### config.mk
export PLATFORM = sky130hd
export DESIGN_NAME = fc_neuron
export DESIGN_NICKNAME = d
export VERILOG_FILES = /design/src/rtl/fc_neuron.sv
export SDC_FILE = /design/constraint.sdc
export NUM_CORES = 2
export LEC_CHECK = 0
export CAP_MARGIN = 0
export CORE_AREA = 4 4 253 255
export CTS_BUF_LIST = sky130_fd_sc_hd__clkbuf_8
export DETAILED_ROUTE_END_ITERATION = 10
export DIE_AREA = 0 0 257 259
export PLACE_DENSITY = 0.61
export SYNTH_ARGS = -nofsm -noshare
export SYNTH_HDL_FRONTEND = slang
export SYNTH_SLANG_ARGS = --single-unit
### constraint.sdc
create_clock -name clk -period 16.5 [get_ports clk]
set_input_delay 2.475 -clock clk [delete_from_list [all_inputs] [get_ports clk]]
set_output_delay 2.475 -clock clk [all_outputs]
set_load 0.01 [all_outputs]
### src/rtl/fc_neuron.sv
// fc_neuron: single fully-connected output neuron.
//
// Forms the signed dot product of eight pooled pixels and eight weights,
// saturates it to a signed 8-bit score (optionally clamped at zero) and
// registers it. Every clock edge is an independent evaluation with one cycle
// of latency; there is no handshake and no state besides the output register.
//
// Parameters:
//   RELU_EN           1 = clamp negative scores to zero before registering.
// Ports:
//   clk               rising-edge clock.
//   rst               synchronous active-high reset; forces result to 8'h00.
//   pooledPixelArray  eight signed 8-bit pixels; [63:32] kernel map 0,
//                     [31:0] kernel map 1.
//   weight            eight signed 8-bit weights, same byte layout.
//   result            registered signed 8-bit score.
module fc_neuron #(
    parameter int unsigned RELU_EN = 0
) (
    input  logic        clk,
    input  logic        rst,
    input  logic [63:0] pooledPixelArray,
    input  logic [63:0] weight,
    output logic [7:0]  result
);

    localparam int unsigned SumW = 20;

    logic signed [15:0]     prod [8];
    logic signed [SumW-1:0] sum;
    logic [7:0]             score;
    logic [7:0]             result_q;

    // Byte i of pixels pairs only with byte i of weights.
    always_comb begin
        sum = '0;
        for (int i = 0; i < 8; i++) begin
            prod[i] = $signed(pooledPixelArray[8*i +: 8]) * $signed(weight[8*i +: 8]);
            sum     = sum + {{(SumW-16){prod[i][15]}}, prod[i]};
        end
    end

    always_comb begin
        if (sum > 20'sd127) begin
            score = 8'h7f;
        end else if (sum < -20'sd128) begin
            score = 8'h80;
        end else begin
            score = sum[7:0];
        end
        if ((RELU_EN != 0) && score[7]) begin
            score = 8'h00;
        end
    end

    always_ff @(posedge clk) begin
        if (rst) begin
            result_q <= 8'h00;
        end else begin
            result_q <= score;
        end
    end

    assign result = result_q;

endmodule

# Word level (Yosys, flattened, before mapping)
# Cells that the tools add are included.
# classes
reduce_logical,1
n_mux,2
multipliers,8
magnitude_cmp,2
add_sub_neg,7
# op_table
operator,count
$mul 8x8->16,8
$add 20x20->20,3
$add 19x16->20,1
$gt 20x8->1 const B,1
$lt 20x8->1 const B,1
$add 18x16->19,1
$add 17x16->18,1
$add 16x16->17,1
$mux 8,1
$mux 7,1
$reduce_or 2->1,1
# totals
input_bits,130
reg_bits,8
out_inout_bits,8
elab_cells,22

# Depth between registers and ports, before layout
# depth
ltp_word,11
mapped_depth,42
ltp_nobuf,42

# Least setup slack after synthesis
# No wires, ideal clock.
# synth_path
path_type,input-to-reg
from,in weight[58]
to,"reg result_q[5], in the netlist result[5]"
required_ns,16.385
t_arrival_ns,12.682
stages,41
n_path_buf,0
slack_ns,3.704
setup_time_ns,0.115
path_cell_list,and2_1 -> fa_1 -> inv_1 -> fa_1 -> inv_1 -> fa_1 -> inv_1 -> fa_1 -> inv_1 -> ha_1 -> o21ai_0 -> a21oi_1 -> o21ai_0 -> a21boi_0 -> o21ai_0 -> nor2b_1 -> o311ai_0 -> fa_1 -> [... 5 more ...] -> fa_1 -> fa_1 -> fa_1 -> fa_1 -> inv_1 -> fa_1 -> inv_1 -> fa_1 -> inv_1 -> ha_1 -> or2_1 -> a21o_1 -> a21oi_1 -> a211oi_1 -> or3_1 -> and3b_1 -> a31o_2 -> o21a_1
# synth_between
elab_chain_len,5
word_cells_on_any_way,6
classes_between,add/sub: 1; mul: 1; order compare: 2; mux: 2
# synth_rtl
item,line_no,rtl
start: declaration,23,"input logic [63:0] weight,"
$mul 8x8->16 *,38,prod[i] = $signed(pooledPixelArray[8*i +: 8]) * $signed(weight[8*i +: 8]);
$add 20x20->20 *,39,"sum = sum + {{(SumW-16){prod[i][15]}}, prod[i]};"
$lt 20x8->1,46,end else if (sum < -20'sd128) begin
$mux 8,46,
$mux 7 *,44,if (sum > 20'sd127) begin
end signal: assignment,60,result_q <= score;
end: declaration,32,logic [7:0] result_q;
# Mark *: on every way between the ends. The rest lies on a longest branch, timed or not.
# A chain may end at the register's enable or synchronous reset.

# Worst setup path in the final report
# layout_path
from,in weight[58]
to,"reg result_q[6], in the netlist result[6]"
# The elaborated chain is that of the path after synthesis.

==> flow_summary.json <==
{
  "grt_pass1_vias": 18300,
  "ant_nets": 0,
  "ys_ff_latch": 8,
  "relSlewSlack_pct": 43.0,
  "via_count": 15500,
  "pin_count": 138,
  "cp_slowest_cell": "fa_1",
  "timing.fmax_mhz": 72.3,
  "drt-wirelength-per-cell_um": 16.1,
  "htreeDepth": 1,
  "nets": 3551,
  "drc": 0,
  "status": "finished clean",
  "drive_above_1_share_pct": 0.628,
  "numCtsBuffers": 3,
  "core_um2": 61600,
  "syn_inst": 2413,
  "gp_congestion": 0.869,
  "chipHeight_um": 259,
  "die_w_um": 257,
  "holdWs_ps": 2950,
  "multi_input_area_um2": 20300,
  "cts_root_buf": "clkbuf_8",
  "finalWirelength_mm": 54.5,
  "cp_common_cell": "fa_1",
  "start_kind": "primary input",
  "synthXorXnorAreaFrac_pct": 2.56,
  "cts-resized-gates": 0,
  "drv_slew": 0,
  "via_per_inst": 4.58,
  "synth.top_cell.area_share_pct": 55.3,
  "hold_viol": 0,
  "worstPathArrival_ps": 13950,
  "die_area_um2": 66600,
  "ys_async_sr_fraction_pct": 0,
  "dp_cells": 3381,
  "gr-usage-all-layers_pct": 17.3,
  "worstHoldPathType": "in -> reg",
  "synth_top_family_by_area": "adder cells",
  "synth.net_count": 3415,
  "synth.most_common_cell": "inv_1",
  "tightestPinTransition_ps": 849,
  "ys_seq_area_share_pct": 0.689,
  "setup_viol": 0,
  "n_fill_cell": 6035,
  "clk_pin_slew_ps": 40,
  "grt_first_pass_wirelength_mm": 93.9,
  "min_period_ps": 13830,
  "final_cells": 3388,
  "synthDominantAreaCellType": "fa_1",
  "grt_antenna_before_repair": 9,
  "placement.io_buffers": 137,
  "synthToLayoutAreaGrowth_pct": 10.5,
  "place_ws_ps": 2390,
  "synthTopCellsByArea": "fa_1 (55%), ha_1 (12%), inv_1 (12%), and2_1 (6.9%), nand2_1 (3.4%)",
  "synth_compound_area_share_pct": 3.29,
  "regArea_um2": 160,
  "postLayoutSetupSlackWorst_ps": 2670,
  "ys_warn_count": 0,
  "gr-total-overflow": 0,
  "max-clock-path-buffers": 2,
  "dp_hpwl_mm": 52.3,
  "synth_top_flop_cell": "dfxtp_1",
  "cap_violations": 0,
  "grt_max_degree": 10,
  "avgSynthCellArea_um2": 9.64,
  "start_util_pct": 37.8,
  "synth.distinct_cells": 53,
  "placementRows": 91,
  "yosys.area_share.simple_pct": 13.6,
  "netlist_area_um2": 23300,
  "clock_sinks": 8,
  "synth_adder_area_share_pct": 67.6,
  "crit_path_end_kind": "flop",
  "cp_max_fo": 8,
  "required_ps": 16620,
  "largest_reg_flops": 8,
  "fin_tns_setup_ps": 0,
  "fin_crit_sh_pct": 83.8,
  "cts_setup_buffers": 0,
  "critPathMaxStageDelay_ps": 550,
  "netlist_top_cells_count": "inv_1 (745), fa_1 (642), and2_1 (255)",
  "hold_buffers": 0,
  "path_class": "in -> reg",
  "drtIter0Drc": 655,
  "synthMuxAreaShare_pct": 0.0915,
  "drtPass1Iterations": 5,
  "rsz0062_at_grt": "no",
  "cts_tree": "done",
  "synth_edf_count": 0
}
[critical path: cells and delay by family]
family / cells / cell delay [ps]
AND/OR/NAND/NOR: 4 / 1030
XOR/XNOR: 1 / 190
AO/OA/AOI/OAI: 11 / 2000
adder cells (fa/ha/maj): 15 / 7200
buffers and inverters: 11 / 1060
[per-layer routing]
| layer | GRT usage, % | part of all wire [%] |
|---|---|---|
| met1 | 23.3 | 44 |
| met2 | 30.4 | 49 |
| met3 | 2.00 | 3.8 |
| met4 | 3.68 | 2.6 |
| met5 | 0 | 0.10 |
[kinds of logic (layout without fill, tap and decap cells)]
family / Yosys count / count (layout)
compound gates: 112 / 112
simple gates: 600 / 600
buf+inv: 751 / 885
xor+xnor: 68 / 68
flops: 8 / 8
other cells: 0 / 4
fa+ha+maj: 872 / 872
mux: 2 / 2
[cell usage in the layout (no fill, tap or decap), types with 5 or more instances in the layout]
master,instances
and2_1,255
nor2b_1,16
a211oi_1,7
nand2b_1,42
a21oi_1,28
nand3_1,10
clkdlybuf4s50_1,137
xnor2_1,58
nor3_1,17
inv_1,745
xor2_1,10
o21a_1,9
and3_1,8
a21o_1,11
a21boi_0,5
o21ai_0,20
fa_1,642
dfxtp_1,8
ha_1,230
nor2_1,22
nand2_1,212
[per-stage QoR]
stage / instance area [um^2] / utilization [%]
floorplan: 23300 / -
global placement: 25700 / 41.6
detailed placement: 25700 / 41.6
CTS: 25700 / 41.7
global route: 25700 / 41.7
finish: 25700 / 41.7
[worst paths after layout]
path,start,end,slack (ps),cells past startpoint
max,weight[58],result[6]$_SDFF_PP0_,2670,42
min,rst,result[7]$_SDFF_PP0_,2950,2
[final cells by class]
| cell class | count | share of cell area, % |
|---|---|---|
| clock buffers | 3 | 0.161 |
| well taps | 837 | 4.07 |
| diodes | 4 | 0.0389 |
| flip-flops and latches | 8 | 0.623 |
| multi-input cells | 1654 | 78.9 |
| repair buffers | 137 | 5.34 |
| inverters | 745 | 10.9 |
Power is left out: the tool's default activity adds up to more than one toggle a clock period on the data nets, which glitch-free logic cannot reach.
==> patch 1 (same flow settings) <==
`SumW`: 20 -> 40.
--- a/src/rtl/fc_neuron.sv
+++ b/src/rtl/fc_neuron.sv
@@ -24,7 +24,7 @@
     output logic [7:0]  result
 );
 
-    localparam int unsigned SumW = 20;
+    localparam int unsigned SumW = 40;
 
     logic signed [15:0]     prod [8];
     logic signed [SumW-1:0] sum;
Behaviour: same outputs for any inputs over 4 cycles, from zero or initial values and one cycle with rst high; that may be too few to reach the edited logic, so the function may still have changed.
==> patch 1 against the original RTL <==
  * Die area unchanged
  * Sequential cell count is the same
  * Utilization grew 0.57 points
  * Cell count down 1.4%
  * Final area up 1.4%
  * Count of clock-buffer cells in the layout unchanged
  * Wire length is 11% higher
  * Non-clock buffer count is the same
  * Synthesized area increased by 1.6%
  * Fmax is 19% higher
  * Synthesized cell count is 1.9% lower
  * Worst setup slack gained 2.2 ns
  * Critical endpoint is now result[5]
Power is left out: the tool's default activity adds up to more than one toggle a clock period on the data nets, which glitch-free logic cannot reach.
==> patch 1: results (changes against the original RTL) <==
metric;value;unit;change
run status;finished clean;;
commonest non-fill, non-tap cell in the layout;inv_1;;
initial antenna violation count;5;;-4
drt first pass iters;5;;unchanged
Num CTS Buffers;3;;unchanged
Post-Route WL;60.7;mm;+11%
clock-pin transition on the worst setup and hold timing paths;0.05;ns;
syn nets;3398;;-0.50%
post-synthesis sequential area ratio;0.678;%;-0.011 points
# port buffers;137;;unchanged
crit path from;weight[40];;
hold-critical path endpoint;result[7];;
Initial DRC Count;839;;+28%
share of cells above drive strength 1;0.681;%;+0.052 points
post-CTS sizing;0;;unchanged
Worst Hold Class;input port to flop;;
GR Util All Layers;19.2;%;+1.9 points
YS warnings;0;;unchanged
nets@finish;3531;;-0.56%
post-CTS setup repair buffer count;0;;unchanged
critical path's slowest cell;clkdlybuf4s50_1;;
critical path's largest stage delay;0.72;ns;+0.17 ns
vias in the first global route;18000;;-1.5%
CTS max path bufs;2;;unchanged
relative slew slack;57.5;%;+14 points
Top FF cell, synth;dfxtp_1;;
minimum clock period;11.67;ns;-2.17 ns
DR vias/cell;4.66;;+1.8%
DP Worst Slack;4.68;ns;+2.29 ns
DP HPWL;56.7;mm;+8.4%
GPL Wtd Cong;0.895;;+3.0%
hold depth;2;;unchanged
largest net degree at the start of global routing;10;;unchanged
Post-synth top cells;792 x inv_1, 719 x fa_1, 286 x and2_1;;
Max FO, Critical Path;8;;unchanged
Yosys cell types;57;;+7.5%
htree depth;1;;unchanged
CTS root buffer;clkbuf_8;;
hold_sp;rst;;
first-pass GRT wire length;99.8;mm;+6.3%
arrival time worst endpoint;11.82;ns;-2.13 ns
Largest register FFs;8;;unchanged
dominant cells by area after synthesis;fa_1 61%, inv_1 13%, ha_1 9.6%;;
post-synthesis async set-or-reset flop share;0;%;unchanged
Hold WS;2.98;ns;+0.0257 ns
-- patch 1: changes by cell type in the layout (fill, tap and decap cells not counted), moves of 8 or more --
cell      change
fa_1         +77
ha_1         -48
inv_1        +47
xnor2_1      -47
nand2_1      -39
and2_1       +31
a21oi_1      -18
nand2b_1     -12
nor3_1       -12
a21o_1        -8
o21a_1        -8
-- patch 1: cell type report --
cell class,instances,area [sq um]
Antenna cell,5,12.5
Multi-Input combinational cell,1557,20400
Clock buffer,3,41.3
Inverter,793,2980
Fill cell,6027,35500
Timing Repair Buffer,137,1370
Sequential cell,8,160
Tap cell,837,1050
-- patch 1: stage by stage --
step	instance area, sq um	cells
global route	26100	3340
detailed placement	26000	3332
finish	26100	3340
floorplan	23600	2367
global placement	26000	3332
CTS	26000	3335
-- patch 1: critical path, delay by kind of cell --
kind	cells	cell delay, ns
buffers and inverters	8	1.34
AOI/OAI and AO/OA	6	1.64
xor gates and xnor gates	1	0.28
adders and majority gates	11	5.42
and+or+nand+nor	2	0.65
-- patch 1: kinds of logic after synthesis --
family,count (synthesis),share of synthesized area (%)
fa+ha+maj,901,70.6
buf+inv,802,12.8
simple gates,570,13.1
compound gates,70,2.31
flops,8,0.678
mux,1,0.0477
xor+xnor,15,0.556
-- patch 1: how the worst max path moves through the flow --
| stage | cells after the start | endpoint |
|---|---|---|
| after floorplan | 28 | result[0] |
| after global placement | 27 | result[1] |
| after detailed placement | 27 | result[5] |
| after CTS | 27 | result[5] |
| after global routing | 28 | result[6] |
| final | 28 | result[5] |
-- patch 1: layer usage --
metal  track usage (%)  up-vias  wire length [um]
li1                  -     6930                 -
met1              26.1     8165             25300
met2              33.4      388             30900
met3              1.30       81              2290
met4              5.55        0              2150
met5                 0        -                 0
==> patch 2 (same flow settings) <==
Made on the original files. Reset style: asynchronous (`rst`), changed in one clocked block. Comments in the files are not updated.
--- a/src/rtl/fc_neuron.sv
+++ b/src/rtl/fc_neuron.sv
@@ -53,7 +53,7 @@
         end
     end
 
-    always_ff @(posedge clk) begin
+    always_ff @(posedge clk or posedge rst) begin
         if (rst) begin
             result_q <= 8'h00;
         end else begin
Formal check against the unedited RTL: differs if rst is asserted again (counterexample within 4 cycles, from zero or initial values and one cycle with rst high); with rst held inactive, the same outputs for 4 cycles.
==> patch 2 against the original RTL <==
  * Die area stayed put
  * Sequential cell count stayed put
  * Wire length is 0.58% higher
  * Worst setup slack better by 0.081 ns
  * Final area is 0.87% lower
  * Highest routed layer unchanged
  * Synthesized area is 0.92% lower
Power is left out: the tool's default activity adds up to more than one toggle a clock period on the data nets, which glitch-free logic cannot reach.
==> patch 2: results (changes against the original RTL) <==
metric;value;unit;change
worst-margin pin slew;0.704;ns;-0.146 ns
first-pass GRT wire length;93.5;mm;-0.47%
Top FF cell, synth;dfrtp_1;;
routing usage on met3;2.78;%;+0.78 points
critical path's slowest cell;clkdlybuf4s50_1;;
Post-Route WL;54.8;mm;+0.58%
nets@finish;3510;;-1.2%
largest net degree at the start of global routing;11;;+1
share of cells above drive strength 1;0.399;%;-0.23 points
DP HPWL;52.6;mm;+0.56%
Cells after Synth;2374;;-1.6%
critical path's largest stage delay;0.61;ns;+0.06 ns
Post-synth top cells;732 x inv_1, 642 x fa_1, 259 x and2_1;;
GR Util All Layers;17.4;%;+0.046 points
routed len/inst;16.4;um;+1.7%
post-synthesis async set-or-reset flop share;100;%;+100 points
Yosys cell types;41;;-23%
DP Worst Slack;2.46;ns;+0.0699 ns
met2 usage;30.9;%;+0.53 points
syn nets;3376;;-1.1%
fin crit share;83.4;%;-0.49 points
placed instance area;25400;sq um;-0.90%
initial antenna violation count;17;;+8
DR vias/cell;4.58;;about the same
Placed Cells;3340;;-1.2%
run status;finished clean;;
arrival time worst endpoint;13.89;ns;-0.06 ns
dominant cells by area after synthesis;fa_1 56%, ha_1 12%, inv_1 12%;;
GPL Wtd Cong;0.867;;-0.23%
Initial DRC Count;544;;-17%
DR WL met2;27.3;mm;+1.9%
vias in the first global route;18100;;-1.0%
patch 2: area by class of cell:
cell class              instances  area, sq um
fillers                      6026        36100
multi-input cells            1626        20100
inverters                     732         2750
repair buffers                137         1370
well taps                     837         1050
flip-flops and latches          8          200
clock buffers                   3         41.3
diodes                          7         17.5
patch 2: kinds of logic after synthesis:
family / count (synthesis) / share of synthesized area (%)
xor gates and xnor gates: 75 / 2.85
AOI/OAI and AO/OA: 100 / 2.88
adders and majority gates: 872 / 68.3
DFF: 8 / 0.869
and+or+nand+nor: 579 / 13.0
buffers and inverters: 740 / 12.1
patch 2: worst paths after layout:
path                                      start        end  depth (start not counted)
max in group asynchronous                   rst  result[4]                          2
setup / recovery                     weight[50]  result[0]                         41
hold / removal                              rst  result[5]                          2
min in group clk           pooledPixelArray[40]  result[0]                          6
patch 2: stage by stage:
stage	hold WS (ns)	util, %
floorplan	2.29	-
global placement	2.76	41.3
detailed placement	2.75	41.3
CTS	2.51	41.3
global route	2.55	41.3
finish	2.51	41.4
